File: config.mk
export PLATFORM = sky130hd
export DESIGN_NAME = fetch_unit
export DESIGN_NICKNAME = d
export VERILOG_FILES = /design/src/rtl/fetch_unit_pkg.sv /design/src/rtl/return_stack.sv /design/src/rtl/fetch_unit.sv
export SDC_FILE = /design/constraint.sdc
export NUM_CORES = 1
export LEC_CHECK = 0
export CAP_MARGIN = 0
export CORE_ASPECT_RATIO = 1.5
export CORE_UTILIZATION = 50
export CTS_BUF_LIST = sky130_fd_sc_hd__clkbuf_4
export CTS_CLUSTER_SIZE = 8
export DETAILED_ROUTE_END_ITERATION = 7
export GPL_TIMING_DRIVEN = 1
export PLACE_DENSITY = 0.75
export SLEW_MARGIN = 20
export SYNTH_ARGS = -nofsm -noshare
export SYNTH_HDL_FRONTEND = slang
export SYNTH_SLANG_ARGS = --single-unit
File: constraint.sdc
create_clock -name Clk -period 2.82 [get_ports Clk]
set_clock_uncertainty 0.05 [all_clocks]
set_input_delay 0.846 -clock Clk [delete_from_list [all_inputs] [get_ports Clk]]
set_output_delay 0.846 -clock Clk [all_outputs]
set_load 0.05 [all_outputs]
File: src/rtl/fetch_unit_pkg.sv
// Shared definitions for the instruction fetch unit: default widths,
// FSM state encoding and the return-stack pointer width.
package fetch_unit_pkg;

  // Defaults for the program counter width and the return-stack depth.
  localparam int PC_W        = 10;
  localparam int STACK_DEPTH = 4;

  // The stack pointer counts occupied entries, so it must be able to hold
  // the values 0..depth inclusive.
  function automatic int sp_width(input int depth);
    return $clog2(depth + 1);
  endfunction

  localparam int SP_W = sp_width(STACK_DEPTH);

  typedef enum logic [1:0] {
    S_IDLE = 2'd0,
    S_RUN  = 2'd1,
    S_DONE = 2'd2
  } state_e;

endpackage

File: src/rtl/return_stack.sv
// LIFO of return addresses. The pointer counts occupied entries; push on a
// full stack and pop on an empty stack are ignored here (the caller flags
// them). clear_i empties the stack in one cycle.
module return_stack
  import fetch_unit_pkg::*;
#(
  parameter int DEPTH  = STACK_DEPTH,
  parameter int DATA_W = PC_W
) (
  input  logic              Clk,
  input  logic              Reset,
  input  logic              clear_i,
  input  logic              push_i,
  input  logic              pop_i,
  input  logic [DATA_W-1:0] data_i,
  output logic              full_o,
  output logic              empty_o,
  output logic [DATA_W-1:0] top_o
);

  localparam int PTR_W = sp_width(DEPTH);
  localparam int IDX_W = (DEPTH > 1) ? $clog2(DEPTH) : 1;

  logic [DATA_W-1:0] mem_q [DEPTH];
  logic [PTR_W-1:0]  sp_q;
  logic [IDX_W-1:0]  wr_idx;
  logic [IDX_W-1:0]  top_idx;

  assign full_o  = (sp_q == PTR_W'(DEPTH));
  assign empty_o = (sp_q == '0);
  assign wr_idx  = IDX_W'(sp_q);
  assign top_idx = IDX_W'(sp_q - PTR_W'(1));
  assign top_o   = mem_q[top_idx];

  // Stack pointer: clear wins, then a guarded push or pop.
  always_ff @(posedge Clk or posedge Reset) begin
    if (Reset) begin
      sp_q <= '0;
    end else if (clear_i) begin
      sp_q <= '0;
    end else if (push_i && !full_o) begin
      sp_q <= sp_q + PTR_W'(1);
    end else if (pop_i && !empty_o) begin
      sp_q <= sp_q - PTR_W'(1);
    end
  end

  // Entry storage, written at the current pointer on an accepted push.
  // NOTE: the storage array has no reset; an entry is only ever read after
  // a push has written it, so resetting it would add logic for no benefit.
  always_ff @(posedge Clk) begin
    if (push_i && !full_o && !clear_i) begin
      mem_q[wr_idx] <= data_i;
    end
  end

endmodule

File: src/rtl/fetch_unit.sv
// Instruction fetch unit: IDLE/RUN/DONE sequencer that steps the program
// counter, takes absolute/relative branches, and handles call/return via a
// small return stack. All outputs come straight from registers.
module fetch_unit
  import fetch_unit_pkg::*;
#(
  parameter int PC_W        = fetch_unit_pkg::PC_W,
  parameter int STACK_DEPTH = fetch_unit_pkg::STACK_DEPTH
) (
  input  logic            Clk,
  input  logic            Reset,
  input  logic            Start,
  input  logic [PC_W-1:0] StartAddr,
  input  logic            Halt,
  input  logic            Ret,
  input  logic            Call,
  input  logic            BranchAbs,
  input  logic            BranchRel,
  input  logic            Taken,
  input  logic [PC_W-1:0] absaddress,
  input  logic [7:0]      RelOffset,
  output logic [PC_W-1:0] ProgCtr,
  output logic            Running,
  output logic            Done,
  output logic            StackErr,
  output logic [15:0]     InstrCount
);

  state_e          state_q;
  logic [PC_W-1:0] pc_q;
  logic [PC_W-1:0] pc_d;
  logic            running_q;
  logic            done_q;
  logic            err_q;
  logic [15:0]     cnt_q;

  logic            in_run;
  logic            stk_clear;
  logic            stk_push;
  logic            stk_pop;
  logic            stk_full;
  logic            stk_empty;
  logic [PC_W-1:0] stk_top;
  logic [PC_W-1:0] pc_inc;
  logic            err_set;

  assign in_run    = (state_q == S_RUN);
  assign stk_clear = (state_q == S_IDLE) && Start;
  assign pc_inc    = pc_q + PC_W'(1);

  return_stack #(
    .DEPTH  (STACK_DEPTH),
    .DATA_W (PC_W)
  ) u_stack (
    .Clk     (Clk),
    .Reset   (Reset),
    .clear_i (stk_clear),
    .push_i  (stk_push),
    .pop_i   (stk_pop),
    .data_i  (pc_inc),
    .full_o  (stk_full),
    .empty_o (stk_empty),
    .top_o   (stk_top)
  );

  // Pick this cycle's single RUN action by priority and derive the next PC.
  // NOTE: every signal gets a default before the if-chain so no path leaves
  // one unassigned, which would otherwise infer a latch.
  always_comb begin
    pc_d     = pc_inc;
    stk_push = 1'b0;
    stk_pop  = 1'b0;
    err_set  = 1'b0;
    if (Halt) begin
      pc_d = pc_q;
    end else if (Ret) begin
      if (!stk_empty) begin
        stk_pop = in_run;
        pc_d    = stk_top;
      end else begin
        err_set = 1'b1;
      end
    end else if (Call) begin
      pc_d = absaddress;
      if (!stk_full) begin
        stk_push = in_run;
      end else begin
        err_set = 1'b1;
      end
    end else if (BranchAbs && Taken) begin
      pc_d = absaddress;
    end else if (BranchRel && Taken) begin
      // Sign-extend the 8-bit offset; the sum wraps modulo 2^PC_W.
      pc_d = pc_q + PC_W'($signed(RelOffset));
    end
  end

  // Sequencer with registered outputs; control inputs only act in RUN.
  // NOTE: state is updated with non-blocking assignments so every register
  // samples pre-edge values regardless of statement order.
  always_ff @(posedge Clk or posedge Reset) begin
    if (Reset) begin
      state_q   <= S_IDLE;
      pc_q      <= '0;
      running_q <= 1'b0;
      done_q    <= 1'b0;
      err_q     <= 1'b0;
      cnt_q     <= '0;
    end else begin
      done_q <= 1'b0;
      case (state_q)
        S_IDLE: begin
          if (Start) begin
            state_q   <= S_RUN;
            running_q <= 1'b1;
            pc_q      <= StartAddr;
            cnt_q     <= '0;
            err_q     <= 1'b0;
          end
        end
        S_RUN: begin
          if (cnt_q != 16'hFFFF) begin
            cnt_q <= cnt_q + 16'd1;
          end
          pc_q <= pc_d;
          if (err_set) begin
            err_q <= 1'b1;
          end
          if (Halt) begin
            state_q   <= S_DONE;
            running_q <= 1'b0;
            done_q    <= 1'b1;
          end
        end
        S_DONE: begin
          state_q <= S_IDLE;
        end
        default: begin
          state_q   <= S_IDLE;
          running_q <= 1'b0;
        end
      endcase
    end
  end

  assign ProgCtr    = pc_q;
  assign Running    = running_q;
  assign Done       = done_q;
  assign StackErr   = err_q;
  assign InstrCount = cnt_q;

endmodule

# Word level (Yosys, flattened, before mapping)
# Memory sizes are Yosys's and may differ from the RTL's.
# Cells that the tools add are included.
[word_totals]
regBits = 34
ram_bits = 40
input_bits = 37
output_inout_bits = 29
wordCells = 80
n_memories = 1
[classes]
add_sub_neg = 5
n_eq_ne = 9
mux = 39
bitwise = 1
n_reduce_logical = 18
[memory_table]
columns = ["memory", "words", "width", "read_ports", "rd_ports_with_merged_regs", "write_ports", "line", "rtl"]
rows = [
  ["u_stack.mem_q", 4, 10, 1, 0, 1, "return_stack.sv:24", "logic [DATA_W-1:0] mem_q [DEPTH];"],
]
[op_table]
columns = ["operator", "count"]
rows = [
  ["2-to-1 mux 10 bit", 7],
  ["2-to-1 mux 16 bit", 2],
  ["case mux 16 bit (2 select lines)", 1],
  ["2-to-1 mux 1 bit", 20],
  ["case mux 10 bit (2 select lines)", 1],
  ["adder 16 x 1 -> 16 bit, second input constant", 1],
  ["!= test 16 bit, second input constant", 1],
  ["AND reduction 3 bit", 4],
  ["adder 10 x 1 -> 10 bit, second input constant", 1],
  ["adder 10 bit", 1],
  ["2-to-1 mux 3 bit", 3],
  ["logical AND 1 bit", 6],
  ["!= test 2 bit, second input constant", 3],
  ["2-to-1 mux 2 bit", 2],
  ["!= test 2 x 1 -> 1 bit, second input constant", 2],
  ["case mux 2 bit (2 select lines)", 1],
  ["adder 3 x 1 -> 3 bit, second input constant", 1],
  ["== test 3 bit, second input constant", 1],
  ["zero test 1 bit", 3],
  ["zero test 3 bit", 1],
  ["case mux 1 bit (3 select lines)", 1],
  ["nonzero test 3 bit", 1],
  ["subtractor 3 x 1 -> 3 bit, second input constant", 1],
  ["== test 2 x 1 -> 1 bit, second input constant", 1],
  ["6 further kinds", 6],
]

# Logic depth before layout (Yosys ltp)
[depth]
ltp_word = 9
depth_mapped = 9
depth_no_buf = 8

# Modules after synthesis
# A second synthesis with hierarchy kept.
[unflattened]
hier_cells = 395
area_unflattened_um2 = 4276.6
[by_module_without_submodules]
columns = ["mod", "n_inst", "cells_per_inst", "area_each_um2"]
rows = [
  ["fetch_unit", 1, 308, 2508.7],
  ["return_stack", 1, 87, 1767.9],
]

# Worst setup path after synthesis
# No wires, ideal clock.
[synth_timing]
path_type = "in2reg"
start = "in RelOffset[0]"
end = "reg pc_q[8], in the netlist ProgCtr[8]"
arrival_ns = 2.548
required_ns = 2.666
slack_ns = 0.118
cell_stages = 8
path_cell_list = "ha_1 -> fa_1 -> a21o_1 -> a21oi_1 -> o211a_1 -> o21a_1 -> o221ai_1 -> a221oi_1"
[synth_via]
elab_chain_len = 7
[synth_lines]
columns = ["item", "line", "rtl"]
rows = [
  ["from (decl)", "fetch_unit.sv:21", "input logic [7:0] RelOffset,"],
  ["adder 10 bit", "fetch_unit.sv:94", "pc_d = pc_q + PC_W'($signed(RelOffset));"],
  ["2-to-1 mux 10 bit", "fetch_unit.sv:92", "end else if (BranchRel && Taken) begin"],
  ["2-to-1 mux 10 bit", "fetch_unit.sv:90", "end else if (BranchAbs && Taken) begin"],
  ["2-to-1 mux 10 bit", "fetch_unit.sv:83", "end else if (Call) begin"],
  ["2-to-1 mux 10 bit", "fetch_unit.sv:76", "end else if (Ret) begin"],
  ["2-to-1 mux 10 bit", "fetch_unit.sv:74", "if (Halt) begin"],
  ["case mux 10 bit (2 select lines)", "fetch_unit.sv:111", "case (state_q)"],
  ["to (signal assigned)", "fetch_unit.sv:116", "pc_q <= StartAddr;"],
  ["to (signal assigned)", "fetch_unit.sv:125", "pc_q <= pc_d;"],
  ["to (decl)", "fetch_unit.sv:30", "logic [PC_W-1:0] pc_q;"],
]
# No other way between the ends. The select of a mux whose other input is x is not followed.
# A chain may end at the register's enable or synchronous reset.

# Worst setup path after layout
[layout_timing]
start = "reg pc_q[0], in the netlist ProgCtr[0]"
end = "out ProgCtr[0]"
[layout_rtl]
columns = ["item", "line", "rtl"]
rows = [
  ["to (decl)", "fetch_unit.sv:22", "output logic [PC_W-1:0] ProgCtr,"],
]
# No word-level cell between the ends.

==> metrics.txt <==
Rows 40; DIE AREA 8600 sq um; fin cells 591; Setup CP Type register to output pin; most frequent cells in the layout clkdlybuf4s50_1 (65), nand2_1 (46), nor2_1 (46), edfxtp_1 (40), dfrtp_1 (34); Yosys warnings 0; Rel. slew slack 49.5%; Comb pwr share 52.8%; CP Capture Type output pin; initial antenna violation count 1; Initial Utilization 51.4%; Distinct cells, synth 53; layout cells sized above 1 12.0%; routing usage on met1 30.0%; CTS tree built; Die Ht 113 microns; router iterations before antenna repair 4; Net Switching 2200 uW; Startpoint Class register; # IOs 66; family with the most delay on the worst path buffers and inverters; minimum clock period 2.70 ns; Slew Viols, Final 0; Routed Antenna Nets 0; Worst-Skew Late Latency 0.43 ns; via count 3388; CP bufs+invs 1; top_reg_cell synth edfxtp_1; drt via density 5.73; placed cells 574; All-Layer GR Usage 25.8%; top cells by area, synth edfxtp_1 (29%), dfrtp_1 (21%), mux4_2 (5.5%); Worst Tran Pin Value 0.752 ns; Synth async-reset ratio 45.9%; Die Wd 76.1 microns; final cycle utilization of the critical path 95.9%; Hold Crit Depth 1; Bufs on Longest Clock Path 2; reg-to-reg startpoint ProgCtr[0]$_DFFE_PP0P_; largest net degree at the start of global routing 35; crit path DAT 1.81 ns; multi-input logic area 1960 sq um; CP required 1.92 ns; Root Buffer clkbuf_4; Post-Syn Instances 394; Filler cells 642; Detailed Place HPWL 7780 microns; H-tree Lvls 3; Post-Syn Area per Cell 10.4 sq um; Leak 0.00202 uW; critical path's largest stage delay 0.87 ns; HP Start StackErr$_DFFE_PP0P_; # Max-Cap Violations 0; EDFF count, synth 40; Power Dens Cells 956 nW/um^2; Max Freq 0.370 GHz; Hold Buf Count CTS 0; worst path cell trace clkdlybuf4s50_1; worst hold margin 0.475 ns; vias in the first global route 3389; core box area 8010 sq um; DRC viols 0; synthesized area 4120 sq um; DP Worst Slack -0.339 ns; Seq/Total Area, Yosys 49.9%; busiest layer in global routing met2; DR iter-0 viols 228; post-CTS resize count 0; CP max stage cell clkdlybuf4s50_1; GR Util met2 45.8%; CTS clk-pin slew, worst paths 0.12 ns; VDD IR max 0.000630 V; Critical path origin ProgCtr[0]$_DFFE_PP0P_; Pint 2800 uW; largest area contributor in the netlist edfxtp_1; sequential cell area 2050 sq um; Synth top area share 29.2%; total wire length 10400 microns; Post-CTS Repair Setup Buffers 0; sequential power share 32.5%; synthesis-stage register bit count 74; Max Fanout on Critical Path 5; layout net count 534; final hold violations 0; # clock sinks 74; syn nets 448; r2r worst-path depth 8; worst min path class register to register; switching share of power 44.0%; most common cell after layout, fill and taps aside clkdlybuf4s50_1; Area Overhead vs Synth 27.2%; CTS Buf Count 9; clock group share of total power 14.7%; RSZ-0062 raised after global routing false; final core utilization 65.4%; final setup margin 0.115 ns; routed len/inst 17.6 microns; Port Buffer Count 65; Final GP Congestion 0.908; status complete, no violations; grt met3 use 5.00%; GRT overflow 0; first-pass GRT wire length 16700 microns; Setup violations, final 0; CP Depth 1
-- final timing paths --
| kind | slack (ns) | to |
|---|---|---|
| setup / recovery | 0.12 | ProgCtr[0] |
| setup reg to reg | 0.45 | ProgCtr[8]$_DFFE_PP0P_ |
| hold reg to reg | 0.48 | StackErr$_DFFE_PP0P_ |
| min in group asynchronous | 0.76 | InstrCount[6]$_DFFE_PP0P_ |
| hold / removal | 0.48 | StackErr$_DFFE_PP0P_ |
| max in group asynchronous | 1.62 | ProgCtr[9]$_DFFE_PP0P_ |
-- power by group through the flow --
stage / sequential, uW / combinational, uW / clock (uW)
floorplan: 1960 / 1430 / 0
detailed placement: 1650 / 2610 / 0
CTS: 1620 / 2620 / 757
global placement: 1640 / 2540 / 0
global route: 1650 / 2840 / 799
finish: 1630 / 2640 / 738
-- synth_stat cells, types with 2 or more instances --
cell and number:
and4_4 2, o21ai_0 23, xnor2_1 15, and2_1 6, inv_1 13, nor3_1 11, o31ai_1 2, nand2_1 46
o211ai_1 4, nand4_1 3, nand3_1 23, ha_1 16, clkbuf_1 9, o221ai_1 4, o21a_1 3, a221oi_1 2
and4_1 2, a21o_1 4, nor2_4 2, mux4_2 10, nor2b_1 2, edfxtp_1 40, a31oi_1 8, nor2_1 46
dfrtp_1 34, nand2b_1 6, buf_1 2, a211oi_1 3, xor2_1 10, a21oi_1 20
-- logic make-up after synthesis --
group,count (synthesis),share of synthesized area (%)
buffers and inverters,27,2.61
xor gates and xnor gates,25,5.32
adders and majority gates,17,5.35
DFF,74,49.9
muxes,11,5.72
and+or+nand+nor,157,18.3
AOI/OAI and AO/OA,83,12.9
-- layout make-up --
cell class,instances,share of cell area (%)
multi-input cells,293,37.4
inverters,13,0.932
repair buffers,89,16.8
well taps,105,2.51
clock inverters,7,1.75
clock buffers,9,1.29
flip-flops and latches,74,39.2
diodes,1,0.0478
-- flip-flops by register name, summed over array words and instances, names as in the netlist --
register       cells
Done               1
InstrCount        16
ProgCtr           10
Running            1
StackErr           1
state_q            2
u_stack.mem_q     40
u_stack.sp_q       3
-- stage by stage --
step / instance area (sq um) / setup TNS (ns) / total power (uW)
2_1_floorplan: 4120 / 0 / 3390
3_3_place_gp: 5070 / -0.944 / 4190
3_5_place_dp: 5070 / -1.41 / 4250
4_1_cts: 5230 / 0 / 5000
5_1_grt: 5230 / 0 / 5290
6_report: 5230 / 0 / 5000
-- per-layer routing --
layer / up-vias / part of all wire [%]
met5: - / 0
met1: 1625 / 39
met3: 25 / 5.7
met2: 123 / 52
li1: 1615 / -
met4: 0 / 3.2
No activity file was read; power rests on OpenSTA's default activity.
